**src/rtl/video_pkg.sv**
```systemverilog
// ============================================================================
// Module      : video_pkg
// Description : Shared video RAM widths, default bitmap geometry and types.
// Revision    : 1.0 - initial release
// ============================================================================
`default_nettype none

package video_pkg;

    localparam int VRAM_AW = 15;
    localparam int VRAM_DW = 8;

    typedef logic [VRAM_AW-1:0] vaddr_t;
    typedef logic [VRAM_DW-1:0] vbyte_t;

    localparam vaddr_t c_base_addr_default      = 15'h4000;
    localparam int     c_bytes_per_line_default = 40;

endpackage

`default_nettype wire

```
**src/rtl/video_fetch_if.sv**
```systemverilog
// ============================================================================
// Module      : video_fetch_if
// Description : Read-only video RAM port (port 2) between fetcher and RAM.
// Revision    : 1.0 - initial release
// ============================================================================
`default_nettype none

interface video_fetch_if;
    import video_pkg::*;

    logic   ram_en;
    vaddr_t ram_addr;
    vbyte_t ram_data;

    modport master (output ram_en, output ram_addr, input ram_data);
    modport slave  (input ram_en, input ram_addr, output ram_data);
endinterface

`default_nettype wire

```
**src/rtl/video_fetch_byte_fifo.sv**
```systemverilog
// ============================================================================
// Module      : byte_fifo
// Description : DEPTH x 8 synchronous show-ahead FIFO; flush beats push/pop.
// Revision    : 1.0 - initial release
// ============================================================================
`default_nettype none

module byte_fifo
    import video_pkg::*;
#(
    parameter int DEPTH = 4
) (
    input  wire logic                   clk,
    input  wire logic                   reset,
    input  wire logic                   push,
    input  wire vbyte_t                 din,
    input  wire logic                   pop,
    input  wire logic                   flush,
    output vbyte_t                      dout,
    output logic [$clog2(DEPTH):0]      count,
    output logic                        empty
);

    localparam int AW = $clog2(DEPTH);

    vbyte_t        r_mem [DEPTH];
    logic [AW-1:0] r_wr;
    logic [AW-1:0] r_rd;
    logic [AW:0]   r_count;
    logic          w_do_push;
    logic          w_do_pop;

    assign w_do_push = push && (r_count != (AW+1)'(DEPTH));
    assign w_do_pop  = pop && (r_count != '0);

    always_ff @(posedge clk or posedge reset) begin
        if (reset) begin
            r_wr    <= '0;
            r_rd    <= '0;
            r_count <= '0;
        end else if (flush) begin
            r_wr    <= '0;
            r_rd    <= '0;
            r_count <= '0;
        end else begin
            if (w_do_push) r_wr <= r_wr + AW'(1);
            if (w_do_pop)  r_rd <= r_rd + AW'(1);
            r_count <= r_count + (AW+1)'(w_do_push) - (AW+1)'(w_do_pop);
        end
    end

    // Storage carries no reset; validity is tracked entirely by r_count.
    always_ff @(posedge clk) begin
        if (w_do_push && !flush) r_mem[r_wr] <= din;
    end

    assign dout  = r_mem[r_rd];
    assign count = r_count;
    assign empty = (r_count == '0);

endmodule

`default_nettype wire

```
**src/rtl/video_fetch.sv**
```systemverilog
// ============================================================================
// Module      : video_fetch
// Description : 1bpp bitmap line fetcher and MSB-first pixel serialiser.
//               Optional VIDEO_FETCH_DOUBLE_SCAN_EN repeats each bitmap line.
// Revision    : 1.0 - initial release
// ============================================================================
`default_nettype none

module video_fetch
    import video_pkg::*;
#(
    parameter vaddr_t BASE_ADDR      = c_base_addr_default,
    parameter int     BYTES_PER_LINE = c_bytes_per_line_default,
    parameter int     FIFO_DEPTH     = 4
) (
    input  wire logic     clk,
    input  wire logic     reset,
    input  wire logic     frame_start,
    input  wire logic     line_start,
    input  wire logic     pix_en,
    video_fetch_if.master ram,
    output logic          pixel,
    output logic          underrun
);

    localparam int CW = $clog2(FIFO_DEPTH) + 1;

    vaddr_t          r_line_base;
    logic            r_first_line;
    logic            r_active;
    logic [7:0]      r_issued;
    logic [7:0]      r_popped;
    logic            r_ram_en;
    vaddr_t          r_ram_addr;
    logic            r_rvalid;
    logic            r_rdisc;
    logic [7:0]      r_sh;
    logic [2:0]      r_bitcnt;
    logic            r_pixel;
    logic            r_underrun;

    logic            w_first_eff;
    vaddr_t          w_base_eff;
    logic            w_advance;
    vaddr_t          w_next_base;
    logic            w_inflight;
    logic            w_fetch;
    logic            w_push;
    logic            w_pop;
    vbyte_t          w_fifo_dout;
    logic [CW-1:0]   w_fifo_count;
    logic            w_fifo_empty;

`ifdef VIDEO_FETCH_DOUBLE_SCAN_EN
    logic            r_toggle;
    logic            w_toggle_eff;
`endif

    // frame_start is folded in first so a coincident line_start is the first line.
    always_comb begin
        w_first_eff = frame_start ? 1'b1 : r_first_line;
        w_base_eff  = frame_start ? BASE_ADDR : r_line_base;
`ifdef VIDEO_FETCH_DOUBLE_SCAN_EN
        w_toggle_eff = frame_start ? 1'b0 : r_toggle;
        w_advance    = !w_first_eff && w_toggle_eff;
`else
        w_advance    = !w_first_eff;
`endif
        w_next_base = w_advance ? (w_base_eff + vaddr_t'(BYTES_PER_LINE)) : w_base_eff;
    end

    // A read tagged for discard no longer occupies FIFO space, so it does not stall the new line.
    assign w_inflight = r_ram_en || (r_rvalid && !r_rdisc);
    assign w_fetch    = r_active && (r_issued < 8'(BYTES_PER_LINE)) && !w_inflight
                        && (w_fifo_count < CW'(FIFO_DEPTH)) && !line_start;
    assign w_push     = r_rvalid && !r_rdisc && r_active;
    assign w_pop      = pix_en && !line_start && (r_bitcnt == 3'd0) && !w_fifo_empty;

    always_ff @(posedge clk or posedge reset) begin
        if (reset) begin
            r_line_base  <= BASE_ADDR;
            r_first_line <= 1'b1;
            r_active     <= 1'b0;
            r_issued     <= '0;
            r_ram_en     <= 1'b0;
            r_ram_addr   <= '0;
            r_rvalid     <= 1'b0;
            r_rdisc      <= 1'b0;
        end else begin
            r_ram_en <= w_fetch;
            r_rvalid <= r_ram_en;
            r_rdisc  <= r_ram_en && line_start;
            if (w_fetch) begin
                r_ram_addr <= r_line_base + vaddr_t'(r_issued);
                r_issued   <= r_issued + 8'd1;
            end
            if (line_start) begin
                r_line_base  <= w_next_base;
                r_first_line <= 1'b0;
                r_active     <= 1'b1;
                r_issued     <= '0;
            end else if (frame_start) begin
                r_line_base  <= BASE_ADDR;
                r_first_line <= 1'b1;
            end
        end
    end

`ifdef VIDEO_FETCH_DOUBLE_SCAN_EN
    always_ff @(posedge clk or posedge reset) begin
        if (reset) begin
            r_toggle <= 1'b0;
        end else if (line_start) begin
            r_toggle <= w_first_eff ? w_toggle_eff : !w_toggle_eff;
        end else if (frame_start) begin
            r_toggle <= 1'b0;
        end
    end
`endif

    always_ff @(posedge clk or posedge reset) begin
        if (reset) begin
            r_sh       <= '0;
            r_bitcnt   <= '0;
            r_popped   <= '0;
            r_pixel    <= 1'b0;
            r_underrun <= 1'b0;
        end else begin
            if (frame_start) r_underrun <= 1'b0;
            if (line_start) begin
                r_sh     <= '0;
                r_bitcnt <= '0;
                r_popped <= '0;
                if (pix_en) r_pixel <= 1'b0;
            end else if (pix_en) begin
                if (r_bitcnt != 3'd0) begin
                    r_pixel  <= r_sh[7];
                    r_sh     <= {r_sh[6:0], 1'b0};
                    r_bitcnt <= r_bitcnt - 3'd1;
                end else if (!w_fifo_empty) begin
                    r_pixel  <= w_fifo_dout[7];
                    r_sh     <= {w_fifo_dout[6:0], 1'b0};
                    r_bitcnt <= 3'd7;
                    r_popped <= r_popped + 8'd1;
                end else begin
                    r_pixel <= 1'b0;
                    if (r_active && (r_popped < 8'(BYTES_PER_LINE))) r_underrun <= 1'b1;
                end
            end
        end
    end

    byte_fifo #(
        .DEPTH (FIFO_DEPTH)
    ) u_fifo (
        .clk   (clk),
        .reset (reset),
        .push  (w_push),
        .din   (ram.ram_data),
        .pop   (w_pop),
        .flush (line_start),
        .dout  (w_fifo_dout),
        .count (w_fifo_count),
        .empty (w_fifo_empty)
    );

    assign ram.ram_en   = r_ram_en;
    assign ram.ram_addr = r_ram_addr;
    assign pixel        = r_pixel;
    assign underrun     = r_underrun;

endmodule

`default_nettype wire

```
**src/flat_wrapper.sv**
```systemverilog
// flat-port wrapper written by rule: the top's interface ports become plain ports
module video_fetch_flat import video_pkg::*;
#(
    parameter vaddr_t BASE_ADDR      = c_base_addr_default,
    parameter int     BYTES_PER_LINE = c_bytes_per_line_default,
    parameter int     FIFO_DEPTH     = 4
)
  (clk, reset, frame_start, line_start, pix_en, pixel, underrun, ram_ram_en, ram_ram_addr, ram_ram_data);
  video_fetch_if ram_i ();
  input  wire logic clk;
  input  wire logic reset;
  input  wire logic frame_start;
  input  wire logic line_start;
  input  wire logic pix_en;
  output logic pixel;
  output logic underrun;
  output wire logic [$bits(ram_i.ram_en)-1:0] ram_ram_en;
  output wire logic [$bits(ram_i.ram_addr)-1:0] ram_ram_addr;
  input wire logic [$bits(ram_i.ram_data)-1:0] ram_ram_data;
  assign ram_ram_en = ram_i.ram_en;
  assign ram_ram_addr = ram_i.ram_addr;
  assign ram_i.ram_data = ram_ram_data;
  video_fetch #(.BASE_ADDR(BASE_ADDR), .BYTES_PER_LINE(BYTES_PER_LINE), .FIFO_DEPTH(FIFO_DEPTH)) u_core (.clk(clk), .reset(reset), .frame_start(frame_start), .line_start(line_start), .pix_en(pix_en), .ram(ram_i), .pixel(pixel), .underrun(underrun));
endmodule
```
**config.mk**
```make
export PLATFORM = sky130hd
export DESIGN_NAME = video_fetch_flat
export DESIGN_NICKNAME = d
export VERILOG_FILES = /design/src/rtl/video_pkg.sv /design/src/rtl/video_fetch_if.sv /design/src/rtl/video_fetch_byte_fifo.sv /design/src/rtl/video_fetch.sv /design/src/flat_wrapper.sv
export SDC_FILE = /design/constraint.sdc
export NUM_CORES = 1
export LEC_CHECK = 0
export ABC_AREA = 1
export BUFFER_PORTS_ARGS = -buffer_cell sky130_fd_sc_hd__buf_2
export CAP_MARGIN = 20
export CORE_ASPECT_RATIO = 0.75
export CORE_MARGIN = 5
export CORE_UTILIZATION = 62
export DETAILED_ROUTE_END_ITERATION = 10
export GPL_TIMING_DRIVEN = 0
export PLACE_DENSITY_LB_ADDON = 0.15
export SYNTH_ARGS = -nofsm -noshare
export SYNTH_HDL_FRONTEND = slang
export SYNTH_HIERARCHICAL = 1
export SYNTH_SLANG_ARGS = --single-unit
```
**constraint.sdc**
```tcl
create_clock -name clk -period 5.8 [get_ports clk]
set_clock_uncertainty 0.15 [all_clocks]
set_input_delay 0.58 -clock clk [delete_from_list [all_inputs] [get_ports clk]]
set_output_delay 0.58 -clock clk [all_outputs]
set_load 0.1 [all_outputs]
```
==> results of run 1 <==
[sequential cells by signal, indices dropped and copies added (netlist names)]
name,count
u_core/u_fifo/r_mem,32
u_core/ram.ram_addr,15
u_core/r_line_base,12
u_core/r_issued,8
u_core/r_popped,8
u_core/r_sh,7
u_core/r_bitcnt,3
u_core/u_fifo/count,3
u_core/u_fifo/r_rd,2
u_core/u_fifo/r_wr,2
u_core/pixel,1
u_core/r_active,1
u_core/r_first_line,1
u_core/r_rdisc,1
u_core/r_rvalid,1
u_core/ram.ram_en,1
u_core/underrun,1
[final timing paths]
kind | startpoint | to | slack [ps] | depth (start not counted)
hold reg to reg | u_core/ram.ram_en$_DFF_PP0_ | u_core/r_rvalid$_DFF_PP0_ | 310 | 0
hold / removal | ram_ram_data[4] | u_core/u_fifo/r_mem[1][4]$_DFFE_PP_ | 280 | 1
setup reg to reg | u_core/r_bitcnt[0]$_DFFE_PP0P_ | u_core/u_fifo/count[2]$_DFF_PP0_ | 2590 | 15
max in group asynchronous | reset | u_core/r_first_line$_DFF_PP1_ | 4250 | 4
setup / recovery | u_core/r_bitcnt[0]$_DFFE_PP0P_ | u_core/u_fifo/count[2]$_DFF_PP0_ | 2590 | 15
min in group asynchronous | reset | u_core/u_fifo/r_wr[0]$_DFFE_PP0P_ | 520 | 3
[cell usage after synthesis (3+ instances only)]
| library cell | n |
|---|---|
| buf_4 | 3 |
| a21oi_1 | 7 |
| nor2_1 | 63 |
| xor2_1 | 9 |
| dfrtp_1 | 65 |
| buf_6 | 5 |
| inv_2 | 5 |
| nor3_1 | 11 |
| mux2i_1 | 5 |
| nand2_4 | 3 |
| o21ai_0 | 28 |
| o22ai_1 | 11 |
| nor2_2 | 4 |
| nand4_1 | 9 |
| ha_1 | 16 |
| inv_1 | 69 |
| nand3_2 | 5 |
| nand2_1 | 117 |
| nand2_2 | 6 |
| o21a_1 | 3 |
| o21ai_1 | 8 |
| edfxtp_1 | 32 |
| nand3_1 | 40 |
[area by class of cell]
| type | instances | area (sq um) |
|---|---|---|
| sequential | 99 | 2640 |
| fill | 619 | 2380 |
| multi-input combinational | 361 | 1940 |
| inverter | 75 | 283 |
| timing repair buffer | 31 | 175 |
| tap | 105 | 131 |
| clock buffer | 9 | 124 |
| buffer | 11 | 109 |
| clock inverter | 7 | 68.8 |
[kinds of logic after synthesis]
| family | share of synthesized area, % |
|---|---|
| buf+inv | 7.88 |
| xor+xnor | 1.59 |
| compound gates | 7.40 |
| fa+ha+maj | 4.84 |
| simple gates | 24.2 |
| flops | 53.1 |
| mux | 1.01 |
[report_power, final]
part,internal (mW),switching (mW),total [mW]
combinational,0.175,0.506,0.681
clock,0.171,0.265,0.437
sequential,0.822,0.0608,0.882
[worst max-delay path, delay by kind of cell (launching register included)]
| kind | cells | cell delay [ps] |
|---|---|---|
| adder cells (fa/ha/maj) | 4 | 1010 |
| buffers and inverters | 5 | 400 |
| AND/OR/NAND/NOR | 5 | 990 |
| AO/OA/AOI/OAI | 1 | 160 |
| flip-flops | 1 | 370 |
[timing repair]
item,in CTS,in global routing
hold buffers,1,0
hold endpoints to repair,7,0
setup endpoints to repair,0,0
[routing by layer]
layer	GRT usage (%)	vias up	part of all wire (%)
li1	-	1865	-
met1	31.6	1778	49
met2	33.3	93	45
met3	3.89	9	5.1
met4	5.13	0	0.78
met5	0	-	0
==> metrics, run 1 <==
Most Frequent Cell on Critical Path=inv_1; Final Util=69.7%; post-route cell area=5470 sq um; Distinct cells, synth=39; final slew viol count=0; post_cts resized=0; FMAX=0.312 GHz; max cap viols=0; Main synth FF type=dfrtp_1; DR vias/cell=around 5.4; part of the Yosys area used for sequential elements=between 50% and 60%; total global routing track utilization=21.4%; routed len/inst=~14 um; PnR worst setup slack=2590 ps; Hold WS=283 ps; CTS sink cnt=99; Worst Hold Class=input port to flop; most frequent cells in the layout=117 x nand2_1, 68 x inv_1, 65 x dfrtp_1; setup TNS=0 ps; commonest non-fill, non-tap cell in the layout=nand2_1; final setup violating endpoints=0; run status=finished, final reports clean; Die Ht=87.5 um; crit-path max cell delay=roughly 450 ps; Setup crit end kind=flop; Total Nets Final=about 620; RSZ-0062 raised after global routing=no; Worst Path Max Fanout=7; global-route wire length before repair=16.7 mm; CP Cell Sequence=inv_1 > ha_1 > inv_1 > nor2_2 > nand2_2 > nor2_1 > nand2_1 > inv_1 > ha_1 > inv_1 > ha_1 > inv_1 > fa_1 > a21oi_1 > nor2_1; DRC Markers=0; later-pin clock latency in the skew report=370 ps; TritonCTS Buffers=9; FFs w/ async S/R, synth=roughly 68%; share of cells above drive strength 1=15.3%; Final Wtd Congestion=0.855; Post-Syn Area=~5000 sq um; period utilization=55.3%; I/O Buffers=29; total wire length=roughly 10 mm; required time worst endpoint=5900 ps; starting density of the core=63.3%; initial DRC count=around 280; row count=28; Die X=113 um; CTS tree=yes; cell count after placement=681; pwr/cell area=366 nW/um^2; Net Count, Synth=577; Final Hold Fails=0; VDD IR max=0.210 mV; Root Driver=clkbuf_8; largest net degree at the start of global routing=43; Crit Path Class=flop to flop; remaining antenna violation count after routing=0; Mapped Cells=546; final std cells w/o fill=around 700; clk slew on worst S/H paths=100 ps; Post-DP HPWL=a little over 7 mm; Cell Area, Placed=approximately 5300 sq um; EDFF count, synth=32; CP Launch Type=flop; ant diodes=0; Placement Setup Slack=between 2000 and 3000 ps; Synth area leader=dfrtp_1; area share of the largest cell type after synthesis=32.7%; antenna violations before repair=0; fin crit period=3210 ps; die area=9920 sq um; CP arrival=3310 ps; Leak=approximately 2.7 nW; Relative slew margins=44.8%; Final Total Pwr=2.00 mW; Slowest cell on crit path=nor2_1; syn avg cell area=9.10 sq um; Layout Area Growth over Synthesis=10.0%; Post-CTS Setup Bufs=0; vias in the first global route=roughly 3.5k; worst slew pin tran=825 ps; 1st-pass router iterations=6; IO Count=31; clock tree buffer depth=2; H-tree levels=3; Core Area=just under 8000 sq um; Yosys reg bits=99; via count=3,745; main area contributors after synthesis=dfrtp_1 33%, edfxtp_1 19%, nand2_1 8.8%; Ys Warns=6; grt ovf=0
Power figures use the tool's default switching activity.
==> run 2, diff against run 1 <==
Settings changed: CORE_UTILIZATION 62 to 55.
Clock period 5.8 ns to 2.58 ns, I/O delays scaled along.
==> run 2 against run 1 <==
Combinational power is 150% higher. First-iteration DRC count is 13% higher. Hold slack worse by 200 ps. Non-clock buffer count is 19 higher. Register-to-register slack worse by 2500 ps. Global-route usage is 0.93 points lower. Final cell count is 3.7% higher. Wire length is 7.0% higher. Via count is 4.5% higher. Clock-buffer cell count stayed put. Sequential power is 130% higher.
==> metrics, run 2 (synthesis gave the netlist of run 1 again) <==
run status=finished, final reports clean; Slowest cell on crit path=fa_2; max FFs per register=32; IO Count=31; VDD IR max=0.455 mV; starting density of the core=55.6%; I/O Buffers=29; FMAX=0.403 GHz; later-pin clock latency in the skew report=340 ps; die area=11,100 sq um; sink of the worst hold path=u_core/r_first_line$_DFF_PP1_; Die X=120 um; Leak=approximately 2.8 nW; Top reg by flops=u_core/u_fifo/r_mem; antenna violations before repair=0; Setup crit end kind=flop; combinational group share of total power=approximately 34%; Reg power frac=39.7%; commonest non-fill, non-tap cell in the layout=nand2_1; total global routing track utilization=around a fifth; period utilization=96.1%; Most Frequent Cell on Critical Path=inv_1; Root Driver=clkbuf_16; routed len/inst=approximately 15 um; CP Cell Sequence=inv_2 > ha_4 > inv_1 > nor2_4 > nand2_4 > nor2_4 > nand2_2 > inv_2 > ha_1 > inv_1 > ha_2 > inv_1 > fa_2 > nor2_1; Worst Hold Class=input port to flop; Switching Share=about 39%; Cell Area, Placed=5280 sq um; reg2reg end=u_core/u_fifo/count[1]$_DFF_PP0_; CP arrival=2560 ps; grt ovf=0; ant diodes=0; cell count after placement=~690; hold path start=frame_start; Worst Path Max Fanout=3; Core Area=8930 sq um; total wire length=around 11 mm; Post-DP HPWL=7.47 mm; Top delay family on crit path=adder cells; post-route cell area=5800 sq um; via count=roughly 3.9k; CTS sink cnt=between 90 and 100; pwr/cell area=864 nW/um^2; R2R Setup Slk=100 ps; Final Wtd Congestion=0.850; fin crit period=2480 ps; clk slew on worst S/H paths=70 ps; fillcell total=about 760; 1st-pass router iterations=5; H-tree levels=3; Final Total Pwr=5.01 mW; Total Nets Final=638; share of cells above drive strength 1=18.8%; crit path buf inv count=5; DRC Markers=0; Net Switching=1.97 mW; row count=30; Crit Path Class=flop to flop; share of total power in the clock network=between 20% and 30%; required time worst endpoint=2660 ps; cell internal pwr=3.04 mW; CP Launch Type=flop; final slew viol count=0; global-route wire length before repair=roughly 18 mm; cell count of the worst reg-to-reg path=14; Layout Area Growth over Synthesis=16.7%; R2R Path Start=u_core/r_bitcnt[1]$_DFFE_PP0P_; CTS tree=yes; PnR worst setup slack=101 ps; final setup violating endpoints=0; worst slew pin tran=a little over 800 ps; max cap viols=0; DR vias/cell=5.40; clock tree buffer depth=2; hold path cells=3; most frequent cells in the layout=115 x nand2_1, 65 x dfrtp_1, 64 x inv_1; final std cells w/o fill=724; remaining antenna violation count after routing=0; vias in the first global route=3,627; initial DRC count=312; TritonCTS Buffers=9; crit-path max cell delay=520 ps; Die Ht=92.3 um; Placement Setup Slack=-311 ps; Final Hold Fails=0; largest net degree at the start of global routing=43; Relative slew margins=a little under half
[run 2: cell types whose count changed in the layout (fill, tap and decap cells not counted), moves of 2 or more]
cell / change
buf_4: +11
clkbuf_16: +9
clkbuf_8: -9
dlygate4sd3_1: +8
inv_1: -4
inv_2: +4
nor2_4: +3
ha_1: -2
inv_6: -2
nand2_1: -2
nor2_1: -2
[run 2: area by class of cell]
| cell class | instances | area, sq um | area share (%) |
|---|---|---|---|
| multi-input combinational | 361 | 1990 | 34.4 |
| inverter | 75 | 283 | 4.88 |
| tap | 112 | 140 | 2.42 |
| timing repair buffer | 50 | 338 | 5.83 |
| sequential | 99 | 2640 | 45.5 |
| clock buffer | 9 | 225 | 3.89 |
| buffer | 11 | 109 | 1.88 |
| clock inverter | 7 | 67.6 | 1.17 |
[run 2: through the flow]
stage	util [%]	hold slack [ps]	TNS, ps
final	64.9	78.3	0
after detailed placement	59.1	71.6	-558
after global routing	64.9	69.6	-1.03
after global placement	58.8	56.5	-9240
after CTS	64.0	63.4	0
after floorplan	-	-88.6	0
[run 2: layer usage]
metal / vias to the layer above / global-route usage [%] / part of all wire, %
li1: 1917 / - / -
met1: 1884 / 31.4 / 50
met2: 102 / 29.7 / 45
met3: 9 / 4.33 / 4.6
met4: 0 / 4.77 / 0.78
met5: - / 0 / 0
[run 2: worst max-delay path by stage]
stage                                         from                          endpoint  cells after the start
global placement    u_core/r_bitcnt[0]$_DFFE_PP0P_  u_core/u_fifo/count[2]$_DFF_PP0_                     15
CTS                 u_core/r_bitcnt[1]$_DFFE_PP0P_  u_core/u_fifo/count[2]$_DFF_PP0_                     15
detailed placement  u_core/r_bitcnt[0]$_DFFE_PP0P_  u_core/u_fifo/count[2]$_DFF_PP0_                     15
global route        u_core/r_bitcnt[1]$_DFFE_PP0P_  u_core/u_fifo/count[1]$_DFF_PP0_                     14
floorplan           u_core/r_bitcnt[0]$_DFFE_PP0P_  u_core/u_fifo/count[2]$_DFF_PP0_                     15
finish              u_core/r_bitcnt[1]$_DFFE_PP0P_  u_core/u_fifo/count[1]$_DFF_PP0_                     14
[run 2: tightest hold or removal path: stages]
cell and delay, ps:
buf_6 120, nor2_2 70, nor2_1 80
[run 2: repair_timing]
action                                  in CTS  in global routing
cloned                                       0                  0
buffers inserted                             3                  8
pin swaps                                    1                  5
resized for setup                            9                  8
endpoints found under the setup margin       2                  2
endpoints found under the hold margin       54                  0
hold buffers                                 9                  0
[run 2: power groups by stage]
stage / combinational [mW] / sequential [mW] / clock, mW
after floorplan: 0.776 / 2.43 / 0
after global placement: 1.48 / 2.00 / 0
after detailed placement: 1.52 / 2.02 / 0
after CTS: 1.62 / 1.99 / 1.35
after global routing: 1.86 / 2.01 / 1.44
final: 1.70 / 1.99 / 1.32
==> run 3, diff against run 2 <==
Settings changed: CORE_UTILIZATION 55 to 62.
Clock period 2.58 ns to 3.1 ns, I/O delays scaled along.
==> run 3 against run 2 <==
Total power fell by 25%. Final cell count fell by 2.6%. Combinational power fell by 24%. Clock-buffer cell count did not move. Clock power fell by 38%. First-iteration DRC count fell by 4.2%. Non-clock buffer count fell by 12. Wire length fell by 5.5%. Worst setup slack improved by 130 ps. Sequential share of layout area rose by 2.1 points. Largest cell class unchanged.
==> metrics, run 3 (synthesis gave the netlist of run 1 again) <==
run status=finished, final reports clean; fin crit period=2860 ps; 1st-pass router iterations=4; Final Hold Fails=0; commonest non-fill, non-tap cell in the layout=nand2_1; DR vias/cell=~5.3; via count=3,764; max FFs per register=32; Core Area=7850 sq um; period utilization=92.4%; cell count after placement=681; H-tree levels=3; Leak=~2.7 nW; worst slew pin tran=828 ps; IO Count=31; max cap viols=0; I/O Buffers=29; Hold WS=19.6 ps; starting density of the core=roughly 63%; die area=9920 sq um; total wire length=10.1 mm; ant diodes=0; PnR worst setup slack=about 240 ps; Final Wtd Congestion=0.855; clk slew on worst S/H paths=110 ps; Final Total Pwr=about 3.8 mW; Total Nets Final=between 600 and 700; Worst Path Max Fanout=7; VDD IR max=~0.39 mV; final std cells w/o fill=705; DRC Markers=0; later-pin clock latency in the skew report=370 ps; share of cells above drive strength 1=15.8%; Root Driver=clkbuf_8; required time worst endpoint=3200 ps; CP Launch Type=flop; CP arrival=2960 ps; Die X=approximately 110 um; most frequent cells in the layout=117 x nand2_1, 68 x inv_1, 65 x dfrtp_1; Top reg by flops=u_core/u_fifo/r_mem; Layout Area Growth over Synthesis=11.6%; routed len/inst=14.3 um; Crit Path Class=flop to flop; hold path start=ram_ram_data[0]; largest net degree at the start of global routing=43; Die Ht=87.5 um; Placement Setup Slack=-40.7 ps; Setup crit end kind=flop; total global routing track utilization=a little over a fifth; CTS tree=yes; R2R Path Start=u_core/u_fifo/count[1]$_DFF_PP0_; FMAX=0.349 GHz; antenna violations before repair=0; row count=28; TritonCTS Buffers=9; pwr/cell area=679 nW/um^2; clock tree buffer depth=2; Worst Setup SP=u_core/u_fifo/count[1]$_DFF_PP0_; grt ovf=0; final slew viol count=0; global-route wire length before repair=16.8 mm; CTS sink cnt=99; remaining antenna violation count after routing=0; final setup violating endpoints=0; initial DRC count=approximately 300; Relative slew margins=between 40 and 50%; Post-DP HPWL=7.22 mm; vias in the first global route=3,536; Worst Hold Class=input port to flop
run 3: changes by cell type in the layout (fill, tap and decap cells not counted), sizes merged:
cell | previous run | this run
buf | 52 | 43
clkinv | 2 | 1
clkinvlp | 1 | 0
dlygate4sd3 | 9 | 6
inv | 79 | 81
run 3: repair_timing:
| item | in CTS | in global routing |
|---|---|---|
| setup buffers | 0 | 2 |
| gates cloned | 0 | 0 |
| hold buffers | 6 | 0 |
| gates resized for setup | 1 | 2 |
| pin swaps | 0 | 1 |
| endpoints found under the setup margin | 1 | 2 |
| hold endpoints to repair | 43 | 0 |
run 3: layout make-up:
class / count / area (sq um)
plain buffers: 11 / 109
well taps: 105 / 131
flip-flops and latches: 99 / 2640
multi-input cells: 361 / 1950
clock buffers: 9 / 124
fillers: 608 / 2300
inverters: 75 / 283
repair buffers: 38 / 240
clock inverters: 7 / 68.8
run 3: worst max-delay path, stage by stage, from the launching register on:
cell	delay (ps)
dfrtp_1	440
nor2_2	70
nand2_1	140
inv_1	140
nor2_1	160
nand2_2	150
nor2_4	210
nand2_1	120
inv_1	70
ha_1	220
inv_1	70
ha_1	140
inv_1	50
fa_1	390
a21oi_1	160
nor2_1	70
run 3: worst paths after layout:
path,slack [ps],depth (start not counted),to
max,240,15,u_core/u_fifo/count[2]$_DFF_PP0_
min,20,1,u_core/u_fifo/r_mem[0][0]$_DFFE_PP_
max reg2reg,240,15,u_core/u_fifo/count[2]$_DFF_PP0_
min reg2reg,310,0,u_core/r_rvalid$_DFF_PP0_
max in group asynchronous,1820,4,u_core/r_first_line$_DFF_PP1_
min in group asynchronous,250,3,u_core/u_fifo/r_wr[0]$_DFFE_PP0P_
run 3: layer usage:
layer,track usage [%],up-vias,share of wire (%)
li1,-,1877,-
met1,31.8,1784,51
met2,33.6,94,44
met3,3.96,9,4.1
met4,5.24,0,0.77
met5,0,-,0
run 3: power breakdown:
part / internal [mW] / switching [mW] / total [mW]
clock: 0.321 / 0.499 / 0.819
sequential: 1.54 / 0.113 / 1.65
combinational: 0.339 / 0.954 / 1.29
total: 2.20 / 1.57 / 3.76
run 3: per-stage QoR:
| step | utilization (%) | cell area, sq um | setup TNS [ps] |
|---|---|---|---|
| floorplan | - | 4970 | 0 |
| global placement | 66.8 | 5250 | 0 |
| detailed placement | 67.1 | 5270 | -40.7 |
| CTS | 70.3 | 5520 | 0 |
| global route | 70.6 | 5540 | -0.132 |
| finish | 70.6 | 5540 | 0 |
